===== config.mk =====
export PLATFORM = sky130hd
export DESIGN_NAME = bitsieve_update_responder
export DESIGN_NICKNAME = d
export VERILOG_FILES = /design/src/rtl/bitsieve_update_responder.sv
export SDC_FILE = /design/constraint.sdc
export NUM_CORES = 1
export LEC_CHECK = 0
export ABC_CLOCK_PERIOD_IN_PS = 7050
export CAP_MARGIN = 40
export CORE_ASPECT_RATIO = 1.2
export CORE_MARGIN = 4
export CORE_UTILIZATION = 56
export DETAILED_ROUTE_END_ITERATION = 7
export PLACE_DENSITY = 0.82
export SYNTH_ARGS = -nofsm -noshare
export SYNTH_HDL_FRONTEND = slang
export SYNTH_SLANG_ARGS = --single-unit

===== constraint.sdc =====
create_clock -name clk -period 7.05 [get_ports clk]
set_input_delay 1.0575 -clock clk [delete_from_list [all_inputs] [get_ports clk]]
set_output_delay 1.0575 -clock clk [all_outputs]
set_load 0.01 [all_outputs]

===== src/rtl/bitsieve_update_responder.sv =====
// rtl/bitsieve_update_responder.sv - BitSieve datapath responder: winner latch, spin flip, E_off and local-field update
module bitsieve_update_responder #(
    parameter int N        = 16,
    parameter int IDX_W    = 4,
    parameter int H_W      = 16,
    parameter int W_W      = 8,
    parameter int EOFF_W   = 16,
    parameter int EOFF_INC = 1
) (
    input  logic                 clk,
    input  logic                 rst_n,
    input  logic                 latch_winner,
    input  logic [IDX_W-1:0]     winner_idx,
    input  logic                 winner_found,
    input  logic                 state_update_en,
    input  logic                 h_update_en,
    input  logic                 e_off_update_en,
    input  logic                 load_en,
    input  logic [IDX_W-1:0]     load_idx,
    input  logic [H_W-1:0]       load_data,
    output logic                 w_rd_en,
    output logic [IDX_W-1:0]     w_rd_addr,
    input  logic [N*W_W-1:0]     w_rd_data,
    output logic [N-1:0]         x_state,
    output logic [N*H_W-1:0]     h_flat,
    output logic [EOFF_W-1:0]    e_off,
    output logic [IDX_W-1:0]     win_idx_q,
    output logic                 upd_busy,
    output logic                 upd_done,
    output logic                 upd_overrun
);

    typedef enum logic [1:0] {IDLE, FETCH, APPLY} state_e;

    state_e                 state_q, state_d;
    logic                   win_vld_q;
    logic                   sign_q;
    logic [N-1:0]           x_state_q;
    logic [H_W-1:0]         h_q [N];
    logic [EOFF_W-1:0]      e_off_q;
    logic                   w_rd_en_q;
    logic [IDX_W-1:0]       w_rd_addr_q;
    logic                   upd_done_q;
    logic                   upd_overrun_q;
    logic                   start_upd;
    logic                   overrun_set;
    logic [EOFF_W:0]        e_off_sum;

    // h + (neg ? -2w : +2w) at H_W+2 bits, clamped to the signed H_W range.
    function automatic logic [H_W-1:0] sat_field(input logic [H_W-1:0] h,
                                                 input logic [W_W-1:0] w,
                                                 input logic neg);
        logic [H_W+1:0] h_ext;
        logic [H_W+1:0] w_dbl;
        logic [H_W+1:0] sum;
        h_ext = {{2{h[H_W-1]}}, h};
        w_dbl = {{(H_W+1-W_W){w[W_W-1]}}, w, 1'b0};
        sum   = neg ? (h_ext - w_dbl) : (h_ext + w_dbl);
        if (sum[H_W+1:H_W-1] == 3'b000 || sum[H_W+1:H_W-1] == 3'b111)
            return sum[H_W-1:0];
        else if (sum[H_W+1])
            return {1'b1, {(H_W-1){1'b0}}};
        else
            return {1'b0, {(H_W-1){1'b1}}};
    endfunction

    always_comb begin
        state_d     = state_q;
        start_upd   = 1'b0;
        overrun_set = 1'b0;
        unique case (state_q)
            IDLE: begin
                if (h_update_en && win_vld_q) begin
                    start_upd = 1'b1;
                    state_d   = FETCH;
                end
            end
            FETCH: begin
                overrun_set = h_update_en || load_en;
                state_d     = APPLY;
            end
            APPLY: begin
                overrun_set = h_update_en || load_en;
                state_d     = IDLE;
            end
            default: state_d = IDLE;
        endcase
    end

    always_ff @(posedge clk or negedge rst_n) begin
        if (!rst_n) state_q <= IDLE;
        else        state_q <= state_d;
    end

    assign e_off_sum = {1'b0, e_off_q} + (EOFF_W+1)'(EOFF_INC);

    always_ff @(posedge clk or negedge rst_n) begin
        if (!rst_n) begin
            win_idx_q     <= '0;
            win_vld_q     <= 1'b0;
            sign_q        <= 1'b0;
            x_state_q     <= '0;
            e_off_q       <= '0;
            w_rd_en_q     <= 1'b0;
            w_rd_addr_q   <= '0;
            upd_done_q    <= 1'b0;
            upd_overrun_q <= 1'b0;
        end else begin
            if (latch_winner) begin
                win_idx_q <= winner_idx;
                win_vld_q <= winner_found;
            end
            if (state_update_en && win_vld_q)
                x_state_q[win_idx_q] <= ~x_state_q[win_idx_q];
            if (e_off_update_en) begin
                if (win_vld_q)           e_off_q <= '0;
                else if (e_off_sum[EOFF_W]) e_off_q <= '1;
                else                     e_off_q <= e_off_sum[EOFF_W-1:0];
            end
            // Sign is sampled before any same-cycle flip takes effect.
            if (start_upd) begin
                sign_q      <= x_state_q[win_idx_q];
                w_rd_addr_q <= win_idx_q;
            end
            w_rd_en_q  <= start_upd;
            upd_done_q <= (state_q == APPLY);
            if (overrun_set) upd_overrun_q <= 1'b1;
        end
    end

    always_ff @(posedge clk or negedge rst_n) begin
        if (!rst_n) begin
            for (int i = 0; i < N; i++) h_q[i] <= '0;
        end else if (state_q == APPLY) begin
            for (int i = 0; i < N; i++)
                h_q[i] <= sat_field(h_q[i], w_rd_data[i*W_W +: W_W], sign_q);
        end else if (state_q == IDLE && load_en) begin
            // Indices with no matching field are silently dropped.
            for (int i = 0; i < N; i++)
                if (load_idx == IDX_W'(i)) h_q[i] <= load_data;
        end
    end

    for (genvar g = 0; g < N; g++) begin : g_hflat
        assign h_flat[g*H_W +: H_W] = h_q[g];
    end

    assign x_state     = x_state_q;
    assign e_off       = e_off_q;
    assign w_rd_en     = w_rd_en_q;
    assign w_rd_addr   = w_rd_addr_q;
    assign upd_busy    = (state_q != IDLE);
    assign upd_done    = upd_done_q;
    assign upd_overrun = upd_overrun_q;

endmodule


Yosys cells after proc, flatten, opt, wreduce, memory -nomap -nowiden
Index checks and enable logic that the tools add are counted.

cells by class
  add/subtract/negate cells = 33
  multiply operators = 0
  divide/modulo/power cells = 0
  magnitude comparators = 2
  equal/unequal tests = 34
  shift-type cells = 0
  multiplexer cells = 78
  bitwise logic cells = 1
  reductions and logical operators = 74

operators by type and width
  cell                                                  number
  2-to-1 mux 16 bit                                     50
  2-to-1 mux 256 bit                                    2
  2-to-1 mux 18 bit                                     16
  adder 16 x 9 -> 17 bit                                16
  subtractor 16 x 9 -> 17 bit                           16
  == test 3 bit (second input constant)                 16
  logical NOT 3 bit                                     16
  nonzero test 2 bit                                    18
  == test 4 bit (second input constant)                 8
  AND reduction 2 bit                                   16
  adder 16 x 1 -> 17 bit (second input constant)        1
  logical OR 1 bit                                      17
  bitwise mux 16 bit                                    1
  == test 4 x 3 -> 1 bit (second input constant)        4
  == test 4 x 2 -> 1 bit (second input constant)        2
  < comparator 4 x 5 -> 1 bit (second input constant)   1
  2-to-1 mux 1 bit                                      5
  binary-select mux 1 bit (select 4 bit)                1
  demux 1 bit (select 4 bit)                            1
  == test 4 x 1 -> 1 bit (second input constant)        1
  >= comparator 4 x 1 -> 1 bit (second input constant)  1
  logical AND 1 bit                                     4
  logical NOT 4 bit                                     1
  case mux 2 bit (2 select lines)                       1
  other kinds (7)                                       7

word-level totals
  register bits after elaboration = 303
  bits in latches = 0
  bits in writable memories = 0
  bits in read-only memories = 0
  bits of input ports = 160
  output and inout port bits = 300
  word-level logic and storage cells = 248
  memories = 0

Longest topological paths before layout
Gate-level depths: netlist (run 1).

  word-level depth = 6
  depth in mapped cells = 21
  depth with buffers taken out = 20

Least setup slack after synthesis (run 1)
No wires, ideal clock.

  path kind = input-to-reg
  from = input w_rd_data[3]
  to = register h_q, in the netlist h_flat[14]
  setup time = 0.090 ns
  arrival = 5.333 ns
  required time = 6.960 ns
  setup slack = 1.627 ns
  stages = 21
  path buffers = 1
  cells stage by stage = nor3_1 nand2b_1 nor2_1 nand2_1 ha_1 mux2_2 ha_1 a21o_1 a21o_1 a2111oi_0 nor2_1 a221oi_1 o21ai_0 xor2_1 ha_1 clkbuf_1 or4b_2 o21ai_0 a211oi_1 or2_2 o221ai_1

on the way
  word-level cells in the longest chain between the ends = 6
  elaborated cells between the ends (all ways) = 9
  those cells by class = add/sub: 2; eq/ne: 1; mux: 4; reduce/logical: 2

RTL lines
  item                                                                   line  RTL
  start, declared                                                        23    input logic [N*W_W-1:0] w_rd_data,
  adder 16 x 9 -> 17 bit or subtractor 16 x 9 -> 17 bit (tied branches)  58    sum = neg ? (h_ext - w_dbl) : (h_ext + w_dbl);
  2-to-1 mux 18 bit (*)                                                  58
  == test 3 bit or logical NOT 3 bit (tied branches)                     59    if (sum[H_W+1:H_W-1] == 3'b000 || sum[H_W+1:H_W-1] == 3'b111)
  logical OR 1 bit                                                       59
  2-to-1 mux 16 bit (*)                                                  59
  2-to-1 mux 256 bit (*)                                                 134   end else if (state_q == APPLY) begin
  end signal, assigned by index                                          136   h_q[i] <= sat_field(h_q[i], w_rd_data[i*W_W +: W_W], sign_q);
  end signal, assigned by index                                          140   if (load_idx == IDX_W'(i)) h_q[i] <= load_data;
  end, declared                                                          39    logic [H_W-1:0] h_q [N];

Mark *: on every way between the ends. The rest lies on a longest branch, timed or not.
A chain may end at the register's enable or synchronous reset.

Final worst setup path (run 1)
  from = input w_rd_data[3]
  to = register h_q, in the netlist h_flat[8]

The elaborated chain is that of the path after synthesis.

==> impl_metrics.yaml, run 1 <==
setup_path:
  cp_data_required_time_ns: 7.52
  arrival_ns: 6.43
  regToRegStartpoint: "sign_q$_DFFE_PN0P_"
  critical_path.max_fanout: 9
  reg2reg_setup_slack_ns: 1.75
  crit_path_end_kind: "flip-flop"
  crit_type: "input port to flip-flop"
  crit-reg2reg-capture: "h_flat[70]$_DFFE_PN0P_"
  timing.reg2reg.worst_path_depth: 15
  setup.worst_path.start_class: "input port"
sta:
  timing.clock.skew_ns: 0.0313
  drv_slew: 0
  fmax_ghz: 0.168
  hold_violations: 0
  final_period_minus_worst_setup_slack_ns: 5.96
  fin_setup_tns_ns: 0
  slew_headroom_pct: 34.0
  finalSetupViolations: 0
  worst_pin_slew_ns: 0.981
  share_of_the_clock_period_used_by_the_worst_path_after_layout_pct: 84.5
  rsz_0062_raised_after_global_routing: "no"
job:
  maxCapViolations: 0
logic_synthesis:
  post-synth-top-area-fraction_pct: 25.1
  synth_nets: 4142
  summed_instance_area_of_the_synthesized_netlist_um2: 30200
  post_synth_xor_area_fraction_pct: 8.14
  synth_top_family_by_area: "compound AO/OA/AOI/OAI gates"
  synth_async_reset_ratio_pct: 100
  synth-seq-cells: 303
  muxShareOfSynthArea_pct: 7.26
  yosys.cell_types.count: 81
  yosysWarnings: 0
  yosysTopAreaCell: "dfrtp_1"
  adder_cell_fraction_of_synth_area_pct: 13.8
  synth-compound-area-share_pct: 25.1
  seq_area_frac_synth_pct: 25.1
  synth_top_cells_by_area: "dfrtp_1 (25%), ha_1 (13%), a21oi_1 (6.8%)"
  top_flip_flop_cell_by_instance_count_after_synthesis: "dfrtp_1"
  synth_enable_flop_cells: 0
  synthSimpleGateAreaFrac_pct: 16.5
  syn_avg_cell_area_um2: 8.27
  synthesis.instances: 3658
floorplan:
  die-height_um: 263
  initial_core_utilization_pct: 56.5
  dieArea_um2: 57800
  io_pins: 460
  placement_rows: 93
  placeableCoreArea_um2: 53500
  die_width_um: 220
final_layout:
  area_growth_syn_to_layout_pct: 22.1
  fill_cells: 4348
  final_common_cell: "clkdlybuf4s50_1"
  top_library_cells_by_usage_in_the_layout_fill_and_taps_aside: "clkdlybuf4s50_1 (448), a21oi_1 (411), nand2_1 (313)"
  final_area_um2: 36900
  final_layout_size_suffix_gt1_share_pct: 7.16
  finalNonFillerCells: 4774
  final_net_count: 4508
cts:
  worstSkewPairLatency_ns: 0.57
  numCtsBuffers: 40
  cts.hold.buffers_added: 0
  worst_setup_hold_path_clk_slew_ns: 0.06
  clk_sinks: 303
  post-cts-setup-buffer-count: 0
  cts-htree-levels: 2
  cts_resized: 0
  cts-root-to-sink-buffers: 3
  tritoncts: "yes"
  clk_root_buffer_cell: "clkbuf_16"
grt:
  maximum_number_of_pins_on_one_net_before_global_route_repair: 167
  grt_overflow_total: 0
  grt.met1_usage_pct: 42.1
  grt_antenna_before_repair: 13
  grt_first_pass_wirelength_um: 157000
  gr-usage-met3_pct: 6.55
  gr-max-usage-layer: "met2"
  grt_util_met2_pct: 55.2
  via_count_of_the_first_global_routing_pass: 28800
  all_layer_global_routing_usage_pct: 33.8
route:
  detailed_routing_iteration_count_for_the_pre_antenna_repair_pass: 7
  routed_vias: 29900
  drt-initial-drc-count: 2357
  drc: 0
  vias_per_cell: 6.26
  wl_per_cell_um: 21.2
  routed_wl_um: 101000
  ant_nets: 0
placed_design:
  gp_congestion: 0.940
  detailed_place_hpwl_um: 71700
  post_dp_cell_area_um2: 35600
  placedCellCount: 4694
  buffer_ports.inserted: 459
hold_path:
  hold_path.class: "input port to async pin"
status:
  status: "finished clean"
==> registers in the layout, indices dropped and copies added, names as in the netlist <==
register and cells:
x_state 16, win_vld_q 1, state_q 2, w_rd_en 1, e_off 16, sign_q 1
upd_overrun 1, h_flat 256, win_idx_q 4, upd_done 1, w_rd_addr 4
==> worst max path at each step <==
stage / startpoint / endpoint / slack, ns
after floorplan: w_rd_data[3] / h_flat[14]$_DFFE_PN0P_ / 1.63
after global placement: w_rd_data[3] / h_flat[6]$_DFFE_PN0P_ / 0.52
after detailed placement: w_rd_data[3] / h_flat[6]$_DFFE_PN0P_ / 0.65
after CTS: w_rd_data[3] / h_flat[1]$_DFFE_PN0P_ / 1.19
after global routing: w_rd_data[3] / h_flat[1]$_DFFE_PN0P_ / 0.68
final: w_rd_data[3] / h_flat[8]$_DFFE_PN0P_ / 1.09
==> through the flow <==
| step | setup WS [ns] | hold slack, ns | util (%) |
|---|---|---|---|
| floorplan | 1.63 | 0.504 | - |
| detailed placement | 0.645 | 0.455 | 66.4 |
| global route | 0.678 | 0.491 | 69.0 |
| finish | 1.09 | 0.455 | 69.0 |
| CTS | 1.19 | 0.456 | 68.9 |
| global placement | 0.519 | 0.452 | 66.0 |
==> final cells by class <==
| class | count | area [um^2] | share of cell area [%] |
|---|---|---|---|
| antenna | 9 | 22.5 | 0.0610 |
| clock buffer | 52 | 1100 | 2.97 |
| clock inverter | 19 | 244 | 0.661 |
| inverter | 145 | 549 | 1.49 |
| multi-input combinational | 3024 | 21400 | 58.1 |
| sequential | 303 | 7590 | 20.5 |
| tap | 712 | 891 | 2.41 |
| timing repair buffer | 510 | 5100 | 13.8 |
==> cell usage after synthesis (76+ instances only) <==
| cell type | count |
|---|---|
| a21oi_1 | 411 |
| nand2_1 | 313 |
| ha_1 | 308 |
| dfrtp_1 | 303 |
| nor2_1 | 274 |
| xnor2_1 | 206 |
| clkbuf_1 | 165 |
| a31oi_1 | 144 |
| inv_1 | 144 |
| nor2b_1 | 136 |
| a211oi_1 | 125 |
| mux2i_1 | 109 |
| o21ai_0 | 106 |
| mux2_2 | 89 |
| nand2b_1 | 77 |
| nor3_1 | 76 |
==> cells by family after synthesis <==
logic type / count (synthesis)
compound gates: 1167
xor+xnor: 281
fa+ha+maj: 324
buf+inv: 331
flops: 303
mux: 203
simple gates: 1049
==> routing by layer <==
layer / wire (um) / share of wire (%) / vias to the layer above
li1: - / - / 14100
met3: 8520 / 8.4 / 347
met5: 8 / 0.0079 / -
met1: 39200 / 39 / 14100
met4: 6500 / 6.4 / 2
met2: 47200 / 46 / 1274
==> worst max-delay path: stages <==
cell	delay (ns)
clkdlybuf4s50_1	0.46
nor3_1	0.29
nand2b_1	0.11
nor2_1	0.18
nand2_1	0.14
ha_1	0.29
mux2_2	0.26
ha_1	0.19
a21o_1	0.17
a21o_1	0.21
a2111oi_0	0.32
nor2_1	0.14
a221oi_1	0.36
o21ai_0	0.18
xor2_1	0.17
ha_1	0.41
or4b_2	0.71
o21ai_0	0.10
a211oi_1	0.12
buf_2	0.21
buf_4	0.16
a31oi_1	0.18
Power of run 1 is not shown: default switching activity piles up to over one toggle a cycle in this logic, so the estimate is an artifact.
==> run 2: changes to the inputs <==
Settings changed: ABC_CLOCK_PERIOD_IN_PS 7050 to 4800, CORE_UTILIZATION 56 to 51, PLACE_DENSITY 0.82 to 0.79.
Clock period 7.05 ns to 4.8 ns, I/O delays scaled along.
==> run 2 against run 1 <==
Against the previous run:
- global-route usage is 1.6 points lower
- first-iteration DRC count is 5.8% lower
- die area is 9.5% higher
- critical endpoint is now h_flat[14]$_DFFE_PN0P_
- highest routed layer unchanged
- setup slack worse by 0.92 ns
- sequential share of layout area is 1.0 points lower
- wire length is 4.7% higher
- critical path depth is 1 higher
- clock skew is 0.0011 ns lower
- cell count is 7.0% higher
- final area is 5.3% higher
- flip-flop and latch count stayed put
==> impl_metrics.yaml, run 2 (synthesis gave the netlist of run 1 again) <==
cts:
  clk_root_buffer_cell: "clkbuf_16"
  worstSkewPairLatency_ns: 0.57
  cts-htree-levels: 2
  tritoncts: "yes"
  worst_setup_hold_path_clk_slew_ns: 0.06
  clk_sinks: 303
  cts-root-to-sink-buffers: 3
  cts.hold.buffers_added: 0
  numCtsBuffers: 37
final_layout:
  area.sequential_um2: 7590
  final_layout_size_suffix_gt1_share_pct: 13.2
  fill_cells: 4875
  area_growth_syn_to_layout_pct: 28.6
  top_library_cells_by_usage_in_the_layout_fill_and_taps_aside: "clkdlybuf4s50_1 (442), a21oi_1 (411), nand2_1 (312)"
  largest_register_ff_count: 256
  final_area_um2: 38900
  final_net_count: 4763
  final_common_cell: "clkdlybuf4s50_1"
  multi_input_area_um2: 21500
grt:
  grt_overflow_total: 0
  maximum_number_of_pins_on_one_net_before_global_route_repair: 136
  via_count_of_the_first_global_routing_pass: 30200
  grt_antenna_before_repair: 8
  all_layer_global_routing_usage_pct: 32.2
  grt_first_pass_wirelength_um: 164000
setup_path:
  crit_path_end_kind: "flip-flop"
  cpMostUsedCell: "ha_1"
  slowest_stage: "clkdlybuf4s50_1"
  worst_path_largest_cell_delay_ns: 0.43
  critical_path.max_fanout: 6
  worstPathCellList: "clkdlybuf4s50_1 > nor3_2 > nand2b_1 > nor2_2 > nand2_2 > ha_1 > mux2_2 > ha_1 > a21o_1 > a21o_1 > a2111oi_2 > nor2_1 > a221oi_2 > o21ai_1 > xor2_1 > ha_1 > buf_4 > buf_4 > nor3b_2 > o211a_1 > a211oi_4 > or2_2 > o221ai_1"
  arrival_ns: 5.10
  cp.buffers_inverters: 3
  crit_type: "input port to flip-flop"
  cp_data_required_time_ns: 5.27
  critical-path-top-delay-family: "compound AO/OA/AOI/OAI gates"
  setup.worst_path.start_class: "input port"
floorplan:
  initial_core_utilization_pct: 51.7
  io_pins: 460
  die_width_um: 230
  dieArea_um2: 63300
  placeableCoreArea_um2: 58500
  placement_rows: 97
  die-height_um: 275
job:
  maxCapViolations: 0
placed_design:
  post_dp_cell_area_um2: 37500
  gp_congestion: 0.948
  detailed_place_hpwl_um: 76400
  buffer_ports.inserted: 459
  post-place-ws_ns: -0.535
sta:
  hold_ws_ns: 0.167
  hold_violations: 0
  share_of_the_clock_period_used_by_the_worst_path_after_layout_pct: 96.4
  final.setup.worst_slack_ns: 0.173
  final_period_minus_worst_setup_slack_ns: 4.63
  timing.clock.skew_ns: 0.0303
  drv_slew: 0
  fmax_ghz: 0.216
  fin_setup_tns_ns: 0
  finalSetupViolations: 0
  worst_pin_slew_ns: 0.956
  slew_headroom_pct: 36.3
route:
  routed_vias: 30800
  ant_nets: 0
  drt-initial-drc-count: 2220
  wl_per_cell_um: 20.8
  vias_per_cell: 6.04
  routed_wl_um: 106000
  drc: 0
  detailed_routing_iteration_count_for_the_pre_antenna_repair_pass: 6
status:
  status: "finished clean"
hold_path:
  hold_path.class: "input port to async pin"
run 2: cell types whose count changed in the layout (fill, tap and decap cells not counted), moves of 4 or more:
cell | previous run | this run
clkdlybuf4s50_1 | 448 | 442
clkbuf_8 | 3 | 8
buf_8 | 8 | 4
buf_4 | 33 | 296
buf_2 | 11 | 15
run 2: final cells by class:
| type | count | share of cell area [%] |
|---|---|---|
| antenna | 7 | 0.0451 |
| clock buffer | 52 | 2.84 |
| clock inverter | 16 | 0.444 |
| inverter | 145 | 1.41 |
| multi-input combinational | 3024 | 55.3 |
| sequential | 303 | 19.5 |
| tap | 792 | 2.55 |
| timing repair buffer | 768 | 17.9 |
run 2: worst paths after layout:
kind | start | to | slack, ns | cells after the start
setup / recovery | w_rd_data[2] | h_flat[14]$_DFFE_PN0P_ | 0.17 | 23
hold / removal | rst_n | h_flat[104]$_DFFE_PN0P_ | 0.17 | 1
setup reg to reg | sign_q$_DFFE_PN0P_ | h_flat[151]$_DFFE_PN0P_ | 0.31 | 17
hold reg to reg | upd_overrun$_DFFE_PN0P_ | upd_overrun$_DFFE_PN0P_ | 0.49 | 1
max in group asynchronous | rst_n | h_flat[172]$_DFFE_PN0P_ | 3.45 | 2
min in group clk | upd_overrun$_DFFE_PN0P_ | upd_overrun$_DFFE_PN0P_ | 0.49 | 1
run 2: per-stage QoR:
stage / util [%] / std cells
finish: 66.5 / 5107
global route: 66.4 / 5104
CTS: 66.3 / 5097
detailed placement: 64.1 / 5029
global placement: 64.0 / 5024
floorplan: - / 3658
run 2: repair_timing:
item	4_1_cts	5_1_grt
setup endpoints to repair	0	37
buffers inserted	0	1
resized for setup	0	19
run 2: routing by layer:
layer / routed length [um] / share of wire [%] / track usage (%) / vias up
met2: 50200 / 47 / 55.3 / 1183
met3: 7520 / 7.1 / 6.04 / 328
met4: 6710 / 6.3 / 17.1 / 2
li1: - / - / - / 14600
met5: 7 / 0.0066 / 0 / -
met1: 41700 / 39 / 38.4 / 14700
Power of run 2 is left out for the same reason.
